--- config.mk ---
export PLATFORM = sky130hd
export DESIGN_NAME = bram_line_adapter
export DESIGN_NICKNAME = d
export VERILOG_FILES = /design/src/rtl/bram_line_adapter.sv
export SDC_FILE = /design/constraint.sdc
export NUM_CORES = 1
export LEC_CHECK = 0
export BUFFER_PORTS_ARGS = -buffer_cell sky130_fd_sc_hd__buf_2
export CORE_ASPECT_RATIO = 0.7
export CORE_MARGIN = 3
export CORE_UTILIZATION = 30
export CTS_BUF_LIST = sky130_fd_sc_hd__clkbuf_8
export CTS_CLUSTER_DIAMETER = 30
export DETAILED_ROUTE_END_ITERATION = 10
export PLACE_DENSITY = 0.59
export SETUP_SLACK_MARGIN = 0.2
export SLEW_MARGIN = 20
export SYNTH_ARGS = -nofsm -noshare
export SYNTH_HDL_FRONTEND = slang
export SYNTH_SLANG_ARGS = --single-unit
--- constraint.sdc ---
create_clock -name clk -period 5.2 [get_ports clk]
set_input_delay 1.04 -clock clk [delete_from_list [all_inputs] [get_ports clk]]
set_output_delay 1.04 -clock clk [all_outputs]
set_load 0.005 [all_outputs]
--- src/rtl/bram_line_adapter.sv ---
// bram_line_adapter
//   Turns one cache-line read/write request from the memory arbiter into
//   BEATS back-to-back single-word accesses on a native single-port BRAM
//   (ena/wea/addra/dina/douta). The BRAM returns read data one cycle after
//   the issue, so read beats are captured through a one-stage
//   capture-valid pipeline, and a DRAIN state collects the final word.
//   Completion is a one-cycle req_resp pulse, with the assembled line on
//   req_rdata.
//
//   All BRAM-side outputs are registered. bram_addra, bram_dina and
//   bram_wea are forced to zero whenever bram_ena is low.
//
//   Optional build macro BRAM_LINE_ADAPTER_CHECK_EN enables protocol
//   checks: both requests high in IDLE, a request dropped mid-transfer,
//   and X on req_addr, req_wdata or bram_douta when they are consumed.
//   Each one raises $error and sets the sticky err flag. Without the
//   macro, err reflects only bram_error. The macro does not change the
//   cycle behaviour.
//
//   state | meaning
//   ------+--------------------------------------------------------------
//   IDLE  | waiting; samples req_write (priority) then req_read
//   WRITE | one BRAM write per cycle, beat 0..BEATS-1
//   READ  | one BRAM read issue per cycle, beat 0..BEATS-1
//   DRAIN | no issue; the last read word is captured this cycle
//   RESP  | req_resp pulse; line valid on req_rdata

module bram_line_adapter #(
    parameter int DATA_WIDTH    = 64,
    parameter int ADDRESS_WIDTH = 32,
    parameter int BEATS         = 4
) (
    input  logic                          clk,
    input  logic                          rst,
    input  logic [31:0]                   req_addr,
    input  logic                          req_read,
    input  logic                          req_write,
    input  logic [DATA_WIDTH*BEATS-1:0]   req_wdata,
    output logic [DATA_WIDTH*BEATS-1:0]   req_rdata,
    output logic                          req_resp,
    output logic                          bram_ena,
    output logic                          bram_wea,
    output logic [ADDRESS_WIDTH-1:0]      bram_addra,
    output logic [DATA_WIDTH-1:0]         bram_dina,
    input  logic [DATA_WIDTH-1:0]         bram_douta,
    input  logic                          bram_error,
    output logic                          err
);

    localparam int LINE_W     = DATA_WIDTH * BEATS;
    localparam int BEAT_W     = $clog2(BEATS);
    localparam int WORD_SHIFT = $clog2(DATA_WIDTH / 8);
    localparam logic [BEAT_W-1:0] LAST_BEAT = BEAT_W'(BEATS - 1);

    typedef enum logic [2:0] {
        IDLE  = 3'd0,
        WRITE = 3'd1,
        READ  = 3'd2,
        DRAIN = 3'd3,
        RESP  = 3'd4
    } state_t;

    state_t                    state;
    logic [BEAT_W-1:0]         beat;
    logic [BEAT_W-1:0]         next_beat;
    logic                      cap_valid;
    logic [BEAT_W-1:0]         cap_idx;
    logic [ADDRESS_WIDTH-1:0]  base_q;
    logic [ADDRESS_WIDTH-1:0]  base_req;
    logic [31:0]               word_addr;
    logic [LINE_W-1:0]         wdata_q;
    logic [LINE_W-1:0]         line_q;
    logic                      chk_viol;

    // Byte address to line-aligned word address; the low beat bits are
    // cleared so base+beat can never carry out of the line.
    assign word_addr = req_addr >> WORD_SHIFT;
    assign base_req  = ADDRESS_WIDTH'(word_addr) & ~ADDRESS_WIDTH'(BEATS - 1);
    assign next_beat = beat + 1'b1;
    assign req_rdata = line_q;

`ifdef BRAM_LINE_ADAPTER_CHECK_EN
    logic chk_both;
    logic chk_drop;
    logic chk_addr_x;
    logic chk_wdata_x;
    logic chk_douta_x;

    // Protocol violation detection on the current cycle's inputs.
    always_comb begin
        chk_both    = 1'b0;
        chk_drop    = 1'b0;
        chk_addr_x  = 1'b0;
        chk_wdata_x = 1'b0;
        chk_douta_x = 1'b0;
        if (state == IDLE) begin
            chk_both    = req_read && req_write;
            chk_addr_x  = (req_read || req_write) && $isunknown(req_addr);
            chk_wdata_x = req_write && $isunknown(req_wdata);
        end
        if (state == WRITE) begin
            chk_drop = !req_write;
        end
        if ((state == READ) || (state == DRAIN)) begin
            chk_drop = !req_read;
        end
        if (cap_valid) begin
            chk_douta_x = $isunknown(bram_douta);
        end
    end

    assign chk_viol = chk_both | chk_drop | chk_addr_x | chk_wdata_x | chk_douta_x;

    // Report each violation once per offending cycle.
    always_ff @(posedge clk) begin
        if (!rst) begin
            if (chk_both)    $error("bram_line_adapter: req_read and req_write both high in IDLE");
            if (chk_drop)    $error("bram_line_adapter: request dropped before req_resp");
            if (chk_addr_x)  $error("bram_line_adapter: X on req_addr at acceptance");
            if (chk_wdata_x) $error("bram_line_adapter: X on req_wdata at write acceptance");
            if (chk_douta_x) $error("bram_line_adapter: X on bram_douta in capture cycle");
        end
    end
`else
    assign chk_viol = 1'b0;
`endif

    // Sequencer: state, beat counter, registered BRAM/response outputs,
    // read capture pipeline and sticky error.
    always_ff @(posedge clk) begin
        if (rst) begin
            state      <= IDLE;
            beat       <= '0;
            cap_valid  <= 1'b0;
            cap_idx    <= '0;
            base_q     <= '0;
            wdata_q    <= '0;
            line_q     <= '0;
            req_resp   <= 1'b0;
            bram_ena   <= 1'b0;
            bram_wea   <= 1'b0;
            bram_addra <= '0;
            bram_dina  <= '0;
            err        <= 1'b0;
        end else begin
            // Idle values; states below override for active beats.
            req_resp   <= 1'b0;
            bram_ena   <= 1'b0;
            bram_wea   <= 1'b0;
            bram_addra <= '0;
            bram_dina  <= '0;
            cap_valid  <= 1'b0;
            err        <= err | bram_error | chk_viol;

            // Data for the read issued last cycle is on douta now.
            if (cap_valid) begin
                line_q[cap_idx*DATA_WIDTH +: DATA_WIDTH] <= bram_douta;
            end

            case (state)
                IDLE: begin
                    if (req_write) begin
                        state      <= WRITE;
                        beat       <= '0;
                        base_q     <= base_req;
                        wdata_q    <= req_wdata;
                        bram_ena   <= 1'b1;
                        bram_wea   <= 1'b1;
                        bram_addra <= base_req;
                        bram_dina  <= req_wdata[DATA_WIDTH-1:0];
                    end else if (req_read) begin
                        state      <= READ;
                        beat       <= '0;
                        base_q     <= base_req;
                        bram_ena   <= 1'b1;
                        bram_addra <= base_req;
                    end
                end

                WRITE: begin
                    if (beat == LAST_BEAT) begin
                        state    <= RESP;
                        req_resp <= 1'b1;
                    end else begin
                        beat       <= next_beat;
                        bram_ena   <= 1'b1;
                        bram_wea   <= 1'b1;
                        bram_addra <= base_q + ADDRESS_WIDTH'(next_beat);
                        bram_dina  <= wdata_q[next_beat*DATA_WIDTH +: DATA_WIDTH];
                    end
                end

                READ: begin
                    cap_valid <= 1'b1;
                    cap_idx   <= beat;
                    if (beat == LAST_BEAT) begin
                        state <= DRAIN;
                    end else begin
                        beat       <= next_beat;
                        bram_ena   <= 1'b1;
                        bram_addra <= base_q + ADDRESS_WIDTH'(next_beat);
                    end
                end

                DRAIN: begin
                    state    <= RESP;
                    req_resp <= 1'b1;
                end

                RESP: begin
                    state <= IDLE;
                    beat  <= '0;
                end

                default: begin
                    state <= IDLE;
                end
            endcase
        end
    end

endmodule
# Word-level counts from Yosys, hierarchy flattened
# Cells that the tools add are included.
# W data, S select, Z words.
word_totals:
  ff_bits: 652
  word_cells: 65
classes:
  addsub: 3
  eq_ne: 9
  shifts: 3
  mux: 28
  bitwise: 1
  reduce_logical: 8
op_table:
  columns: ["cell", "count"]
  rows:
  - ["$bwmux W256", 1]
  - ["$shift A64 B34 Y256 const A", 1]
  - ["$shiftx A256 B9 Y64", 1]
  - ["$shiftx A64 B34 Y256", 1]
  - ["$mux W64", 2]
  - ["$pmux W64 S2", 1]
  - ["$mux W32", 3]
  - ["$pmux W32 S2", 1]
  - ["$mux W29", 2]
  - ["$neg A8 Y34", 1]
  - ["$add A32 B2 Y32", 1]
  - ["$mux W3", 4]
  - ["$pmux W3 S4", 1]
  - ["$eq A3 B2 Y1 const B", 2]
  - ["$mux W1", 6]
  - ["$mux W2", 3]
  - ["$ne A2 B2 Y1 const B", 3]
  - ["$pmux W1 S2", 3]
  - ["$pmux W2 S3", 1]
  - ["$reduce_and A3 Y1", 2]
  - ["$reduce_and A2 Y1", 2]
  - ["$eq A3 B1 Y1 const B", 1]
  - ["$eq A3 B3 Y1 const B", 1]
  - ["$logic_not A3 Y1", 1]
  - ["other kinds (7)", 7]

# Longest topological paths before layout
# Gate-level depths: netlist of run 1.
logic_depth:
  word_depth: 4
  depth_mapped: 8
  ltp_nobuf: 5

# Worst setup path after synthesis of run 1
# No wires, ideal clock.
synth_timing:
  kind: "input -> register"
  startpoint: "input port rst"
  endpoint: "register bram_dina[10]"
  t_arrival_ns: 2.096
  required_ns: 5.083
  slack_ns: 2.987
  stages: 6
  path_buffers: 3
  cell_sequence: "clkbuf_1 nor2_1 and3_1 buf_2 buf_2 a22o_1"
synth_lines:
  columns: ["element", "line", "source"]
  rows:
  - ["start, declared", "34", "input logic rst,"]
  - ["end signal, assigned", "170", "bram_dina <= req_wdata[DATA_WIDTH-1:0];"]
  - ["end signal, assigned", "189", "bram_dina <= wdata_q[next_beat*DATA_WIDTH +: DATA_WIDTH];"]
  - ["end, declared", "44", "output logic [DATA_WIDTH-1:0] bram_dina,"]

# Worst setup path in the final report of run 1
layout_timing:
  startpoint: "register cap_idx[0]"
  endpoint: "register line_q[131], in the netlist req_rdata[131]"
layout_via:
  elab_chain_cells: 3
layout_rtl:
  columns: ["element", "line", "source"]
  rows:
  - ["start, declared", "67", "logic [BEAT_W-1:0] cap_idx;"]
  - ["start signal, assigned", "195", "cap_idx <= beat;"]
  - ["$neg A8 Y34 (*)", "157", "line_q[cap_idx*DATA_WIDTH +: DATA_WIDTH] <= bram_douta;"]
  - ["$shiftx A64 B34 Y256 or $shift A64 B34 Y256 (tied branches)", "157", null]
  - ["$bwmux W256 (*)", "157", null]
  - ["end signal, assigned by index", "157", null]
  - ["end, declared", "72", "logic [LINE_W-1:0] line_q;"]
# Every way passes the cells marked *; elsewhere a longest branch is shown, timed or not.
# A chain may end at the register's enable or synchronous reset.

==> results.cfg, run 1 <==
[logic_synthesis]
synth_cell_types = 37
synth_edf_count = 0
synth_common_cells = nand2_1 (649), dfxtp_1 (644), a21oi_1 (441)
ys_ff_latch = 644
yosys.area.top_type_share_pct = 54.5
syn-mean-instance-area_um2 = 8.99
synth.area.top_cells = dfxtp_1 (54%), nand2_1 (10%), a21oi_1 (9.3%)
syn-instance-count = 2633
async_flop_share_pct = 0
synthesis.area_mm2 = 0.0237
yosysTopAreaCell = dfxtp_1
synth-main-ff-cell = dfxtp_1
synthMostInstantiatedCell = nand2_1
yosysWarnings = 0
yosysSeqAreaShare_pct = 54.5

[critical_path]
worstSetupEndpointType = flop
reg2regPathDepth = 7
crit_slowest_cell = buf_4
r2r_start = cap_idx[0]$_SDFFE_PP0P_
cp.arrival_ns = 3.56
max_stage_delay_ns = 0.70
path_class = flop to flop
crit_buf_inv = 3
rrSetupSlack_ns = 2.26
cp-start-kind = flop
crit_fanout = 65
path_common_cell = buf_4
required_ns = 5.82
cp_cell_sequence = inv_2 > buf_4 > ha_1 > nor4bb_4 > buf_4 > a32oi_1 > nor2_1
reg2reg_to = req_rdata[131]$_SDFFE_PP0P_
crit_family = buffers and inverters

[global_routing]
grt_use_total_pct = 19.9
antenna_found_initial = 19
grt_pass1_wl_um = 129000
first_global_vias = 20900
grt_overflow_total = 0
grt_max_degree = 208

[hold_path]
min_to = req_rdata[252]$_SDFFE_PP0P_
hold_path.class = flop to flop
hp-start = req_rdata[252]$_SDFFE_PP0P_
hold_path_depth = 2

[drt]
drt-pass1-iter-count = 5
first_iter_violations = 1529
ant_nets = 0
routed_via_density = 5.05
vias = 22200
wl_per_cell_um = 20.1
drt-total-wl_um = 88200
drc = 0

[clocking]
cts_buffers = 117
clock_latency_ns = 0.73
cts_setup_buffers = 0
root_buffer = clkbuf_8
clockBufferDepth = 3
htree_levels = 3
holdBufCountCts = 0
cts_tree = yes
clock_sinks = 644
clk_pin_slew_ns = 0.06
ctsResizeCount = 0

[sta]
fmax_mhz = 341
worstMarginPinSlew_ns = 1.18
finalSetupTns_ns = 0
maxSlewViolCount = 0
fin_worst_skew_ns = 0.0355
relSlewSlack_pct = 21.5
finalHoldViolCount = 0
setup_violations = 0
rsz0062_at_grt = false
hold_ws_ns = 0.446
min_period_ns = 2.94
period_share_pct = 56.5

[die]
start_util_pct = 30.5
fp.dieH_um = 241
core_mm2 = 0.0775
die-area_mm2 = 0.0824
ioPinCount = 713
rows = 85
die_w_um = 342

[place]
finalWeightedCongestion = 0.839
portBuffers = 704
dpl.hpwl_um = 58100

[cells_and_area]
nets = 3603
syn2layout_area_growth_pct = 29.1
drive_above_1_share_pct = 30.5

[run]
drv_cap = 0

[power]
leakage_nw = 12.7
peakVddDrop_v = 0.000264
p_per_area_mw_per_mm2 = 390

[run_status]
status = finished clean
==> worst reg2reg max path: stages (launching register included) <==
cell and delay [ns]:
dfxtp_1 0.43, inv_2 0.13, buf_4 0.67, ha_1 0.34, nor4bb_4 0.20, buf_4 0.70
a32oi_1 0.26, nor2_1 0.14
==> through the flow <==
stage	instances	cell area (um^2)	utilization, %	setup WS [ns]	total power [mW]
3_3_place_gp	4164	27800	35.9	1.82	6.58
4_1_cts	4380	30500	39.3	2.30	12.0
2_1_floorplan	2635	23700	-	2.99	6.10
6_report	4399	30600	39.4	2.26	11.9
5_1_grt	4394	30600	39.4	2.09	12.4
3_5_place_dp	4164	27800	35.9	1.84	6.59
==> area by class of cell <==
class	count	area, um^2
Sequential cell	644	12900
Inverter	5	18.8
Multi-Input combinational cell	1734	9760
Fill cell	7945	47000
Tap cell	1044	1310
Antenna cell	18	45.0
Clock buffer	136	1870
Clock inverter	80	810
Timing Repair Buffer	738	3860
==> placed cells by master (no fill, tap or decap), types with 14 or more instances in the layout <==
cell type	synthesis	layout
a21oi_1	441	441
a22o_1	64	64
a32oi_1	128	128
buf_2	89	703
buf_4	10	28
bufinv_16	0	14
clkbuf_8	0	136
clkinv_2	0	25
dfxtp_1	644	643
diode_2	0	18
inv_1	5	26
mux4_2	64	64
nand2_1	649	645
nand3_1	182	182
nor2_1	140	138
o21ai_0	25	25
==> worst max-delay path by stage <==
| stage | start | end | slack (ns) | depth (start not counted) |
|---|---|---|---|---|
| CTS | cap_idx[0]$_SDFFE_PP0P_ | req_rdata[137]$_SDFFE_PP0P_ | 2.30 | 7 |
| finish | cap_idx[0]$_SDFFE_PP0P_ | req_rdata[131]$_SDFFE_PP0P_ | 2.26 | 7 |
| global route | cap_idx[0]$_SDFFE_PP0P_ | req_rdata[133]$_SDFFE_PP0P_ | 2.09 | 7 |
| detailed placement | rst | bram_dina[10]$_SDFF_PP0_ | 1.84 | 5 |
| floorplan | rst | bram_dina[10]$_SDFF_PP0_ | 2.99 | 6 |
| global placement | rst | bram_dina[10]$_SDFF_PP0_ | 1.82 | 5 |
==> sequential cells by signal, summed over array words and instances (netlist names), 2 cells and up <==
signal / cells
bram_dina: 64
req_rdata: 256
base_q: 27
cap_idx: 2
state: 3
bram_addra: 29
beat: 2
wdata_q: 256
==> per-layer routing <==
layer	vias to the layer above	wire, um	global-route usage, %
met5	-	36	0
met4	6	3000	7.54
met3	186	7020	5.67
met2	819	40600	30.9
met1	10800	37500	26.4
li1	10400	-	-
==> kinds of logic after synthesis <==
kind of cell,share of synthesized area [%]
AO/OA/AOI/OAI,17.1
XOR/XNOR,0.0370
adder cells (fa/ha/maj),0.317
buffers and inverters,4.71
flip-flops,54.5
multiplexers,6.22
other,0.0158
AND/OR/NAND/NOR,17.1
==> power breakdown <==
group	internal (mW)	switching [mW]	leakage [nW]
clock network	3.13	2.30	1.46
registers	5.16	0.117	5.24
logic	0.492	0.711	5.99
total	8.79	3.13	12.7
No activity file was read; power rests on OpenSTA's default activity.
==> run 2: changes to the inputs <==
ABC_AREA = 1   (was not set)
clock period = 3.05 ns   (was 5.2 ns; I/O delays follow)
==> run 2 against run 1 <==
Net effect:
- worst hold slack got worse by 0.34 ns
- via count increased by 11%
- utilization down 0.33 points
- combinational power increased to 7.4 times the previous value
- critical path type unchanged
- die area up 4.0%
- non-clock buffer count grew 22
==> results.cfg, run 2 <==
[critical_path]
max_stage_delay_ns = 0.52
crit_buf_inv = 2
cp_cell_sequence = buf_4 > ha_1 > nand2_2 > nor2_4 > buf_4 > nand4_1 > a21oi_1
path_class = flop to flop
path_common_cell = buf_4
setup.worst_path.end = req_rdata[198]$_SDFFE_PP0P_
cp-start-kind = flop
r2r_start = cap_idx[0]$_SDFFE_PP0P_
crit_family = buffers and inverters
reg2regPathDepth = 7
crit_start = cap_idx[0]$_SDFFE_PP0P_
cp.arrival_ns = 2.95
worstSetupEndpointType = flop
path_depth = 7
crit_fanout = 40
required_ns = 3.73
rrSetupSlack_ns = 0.78
crit_slowest_cell = nor2_4
reg2reg_to = req_rdata[198]$_SDFFE_PP0P_

[power]
p_per_area_mw_per_mm2 = 899
peakVddDrop_v = 0.000638
leakage_nw = 13.5

[logic_synthesis]
synthAdderAreaFrac_pct = 0.305
yosysSeqAreaShare_pct = 52.3
synthMostInstantiatedCell = nand2_1
synth_edf_count = 0
synth_common_cells = nand2_1 (691), dfxtp_1 (644), a21oi_1 (605)
yosysWarnings = 0
synth_cell_types = 25
ys_ff_latch = 644
synthMuxAreaShare_pct = 0
synth-simple-area-share_pct = 19.5
yosysTopAreaCell = dfxtp_1
synth-main-ff-cell = dfxtp_1
synth_top_family_by_area = compound AO/OA/AOI/OAI gates
synthesis.area_mm2 = 0.0246
synth_compound_area_share_pct = 19.5
syn-mean-instance-area_um2 = 7.72
async_flop_share_pct = 0
syn-instance-count = 3191
yosys.area.top_type_share_pct = 52.3
synth.area.top_cells = dfxtp_1 (52%), a21oi_1 (12%), nand2_1 (11%)
synth_xor_area_share_pct = 0

[die]
fp.dieH_um = 246
ioPinCount = 713
die_w_um = 349
core_mm2 = 0.0810
start_util_pct = 30.4
die-area_mm2 = 0.0857
rows = 87

[drt]
drt-total-wl_um = 95400
drt-pass1-iter-count = 6
ant_nets = 0
routed_via_density = 4.94
drc = 0
wl_per_cell_um = 19.1
vias = 24600
first_iter_violations = 2013

[sta]
setup_violations = 0
maxSlewViolCount = 0
worstMarginPinSlew_ns = 1.12
rsz0062_at_grt = false
fin_worst_skew_ns = 0.0329
min_period_ns = 2.27
relSlewSlack_pct = 25.5
fmax_mhz = 440
finalSetupTns_ns = 0
period_share_pct = 74.5
finalHoldViolCount = 0

[global_routing]
grt_overflow_total = 0
grt_max_degree = 205
first_global_vias = 22500
grt_pass1_wl_um = 140000
antenna_found_initial = 22
grt_use_total_pct = 20.9

[place]
dpl.hpwl_um = 62100
portBuffers = 704
finalWeightedCongestion = 0.843

[clocking]
clk_pin_slew_ns = 0.07
clock_latency_ns = 0.78
cts_buffers = 118
clockBufferDepth = 3
clock_sinks = 644
root_buffer = clkbuf_8
cts_tree = yes
cts_setup_buffers = 0
htree_levels = 3

[cells_and_area]
syn2layout_area_growth_pct = 28.5
drive_above_1_share_pct = 25.1
layout_commonest_cell = buf_2
nets = 4160
fin_util_pct = 39.1
final_cell_mix = buf_2 (703), nand2_1 (686), dfxtp_1 (642)

[run_status]
status = finished clean

[hold_path]
hold_path.class = input pin to flop
hp-start = req_wdata[118]

[run]
drv_cap = 0
[run 2: cell types whose count changed after synthesis, moves of 7 or more]
cell,delta
nor2_1,-7
mux4_2,-64
nand3_1,-74
inv_2,+7
a22o_1,-64
a21oi_1,+164
buf_6,+13
inv_1,+185
a32oi_1,-128
o21ai_0,+299
a22oi_1,+19
buf_4,+8
nand4_1,+173
nand2_1,+42
[run 2: timing repair]
item / CTS / global route
endpoints found under the hold margin: 4 / 0
hold buffers: 4 / 0
gates resized for setup: 0 / 0
[run 2: where the power goes]
group          leakage [nW]  switching (mW)  internal (mW)
registers              5.26           0.542           9.88
clock network          1.46            3.90           5.27
logic                  6.74            6.37           2.49
[run 2: per-layer routing]
metal	up-vias	global-route usage, %	wire length [um]
met5	-	0	38
met4	6	7.40	2780
met3	168	4.80	5960
met2	800	32.1	43900
met1	11700	28.7	42700
li1	11900	-	-
[run 2: final cells by class]
cell class	count	area [um^2]
Fill cell	8575	49300
Sequential cell	644	12900
Multi-Input combinational cell	2075	9750
Timing Repair Buffer	760	4200
Clock buffer	148	2040
Tap cell	1068	1340
Inverter	198	749
Clock inverter	70	646
Antenna cell	20	50.0
[run 2: how the worst min path moves through the flow]
stage	end	cells past startpoint
after floorplan	wdata_q[100]$_SDFFE_PP0P_	2
after global placement	wdata_q[76]$_SDFFE_PP0P_	2
after detailed placement	wdata_q[74]$_SDFFE_PP0P_	2
after CTS	wdata_q[114]$_SDFFE_PP0P_	3
after global routing	wdata_q[117]$_SDFFE_PP0P_	3
final	wdata_q[118]$_SDFFE_PP0P_	3
[run 2: worst reg2reg max path, cell delays in order (launching register included)]
cell and delay [ns]:
dfxtp_4 0.33, buf_4 0.42, ha_1 0.26, nand2_2 0.08, nor2_4 0.52, buf_4 0.33
nand4_1 0.10, a21oi_1 0.16
[run 2: kinds of logic after synthesis]
group,count (synthesis)
and+or+nand+nor,1116
AOI/OAI and AO/OA,950
DFF,644
buffers and inverters,474
adders and majority gates,6
other,1
[run 2: per-stage QoR]
step / instances / setup WS [ns] / hold WS, ns / total power [mW] / instance area [um^2]
6_report: 4983 / 0.778 / 0.101 / 28.5 / 31700
5_1_grt: 4982 / 0.613 / 0.0243 / 30.2 / 31700
4_1_cts: 4963 / 0.782 / 0.000409 / 28.6 / 31600
3_5_place_dp: 4741 / 0.799 / 0.434 / 19.4 / 28900
3_3_place_gp: 4741 / 0.826 / 0.430 / 19.3 / 28900
2_1_floorplan: 3193 / 1.15 / 0.420 / 16.4 / 24700
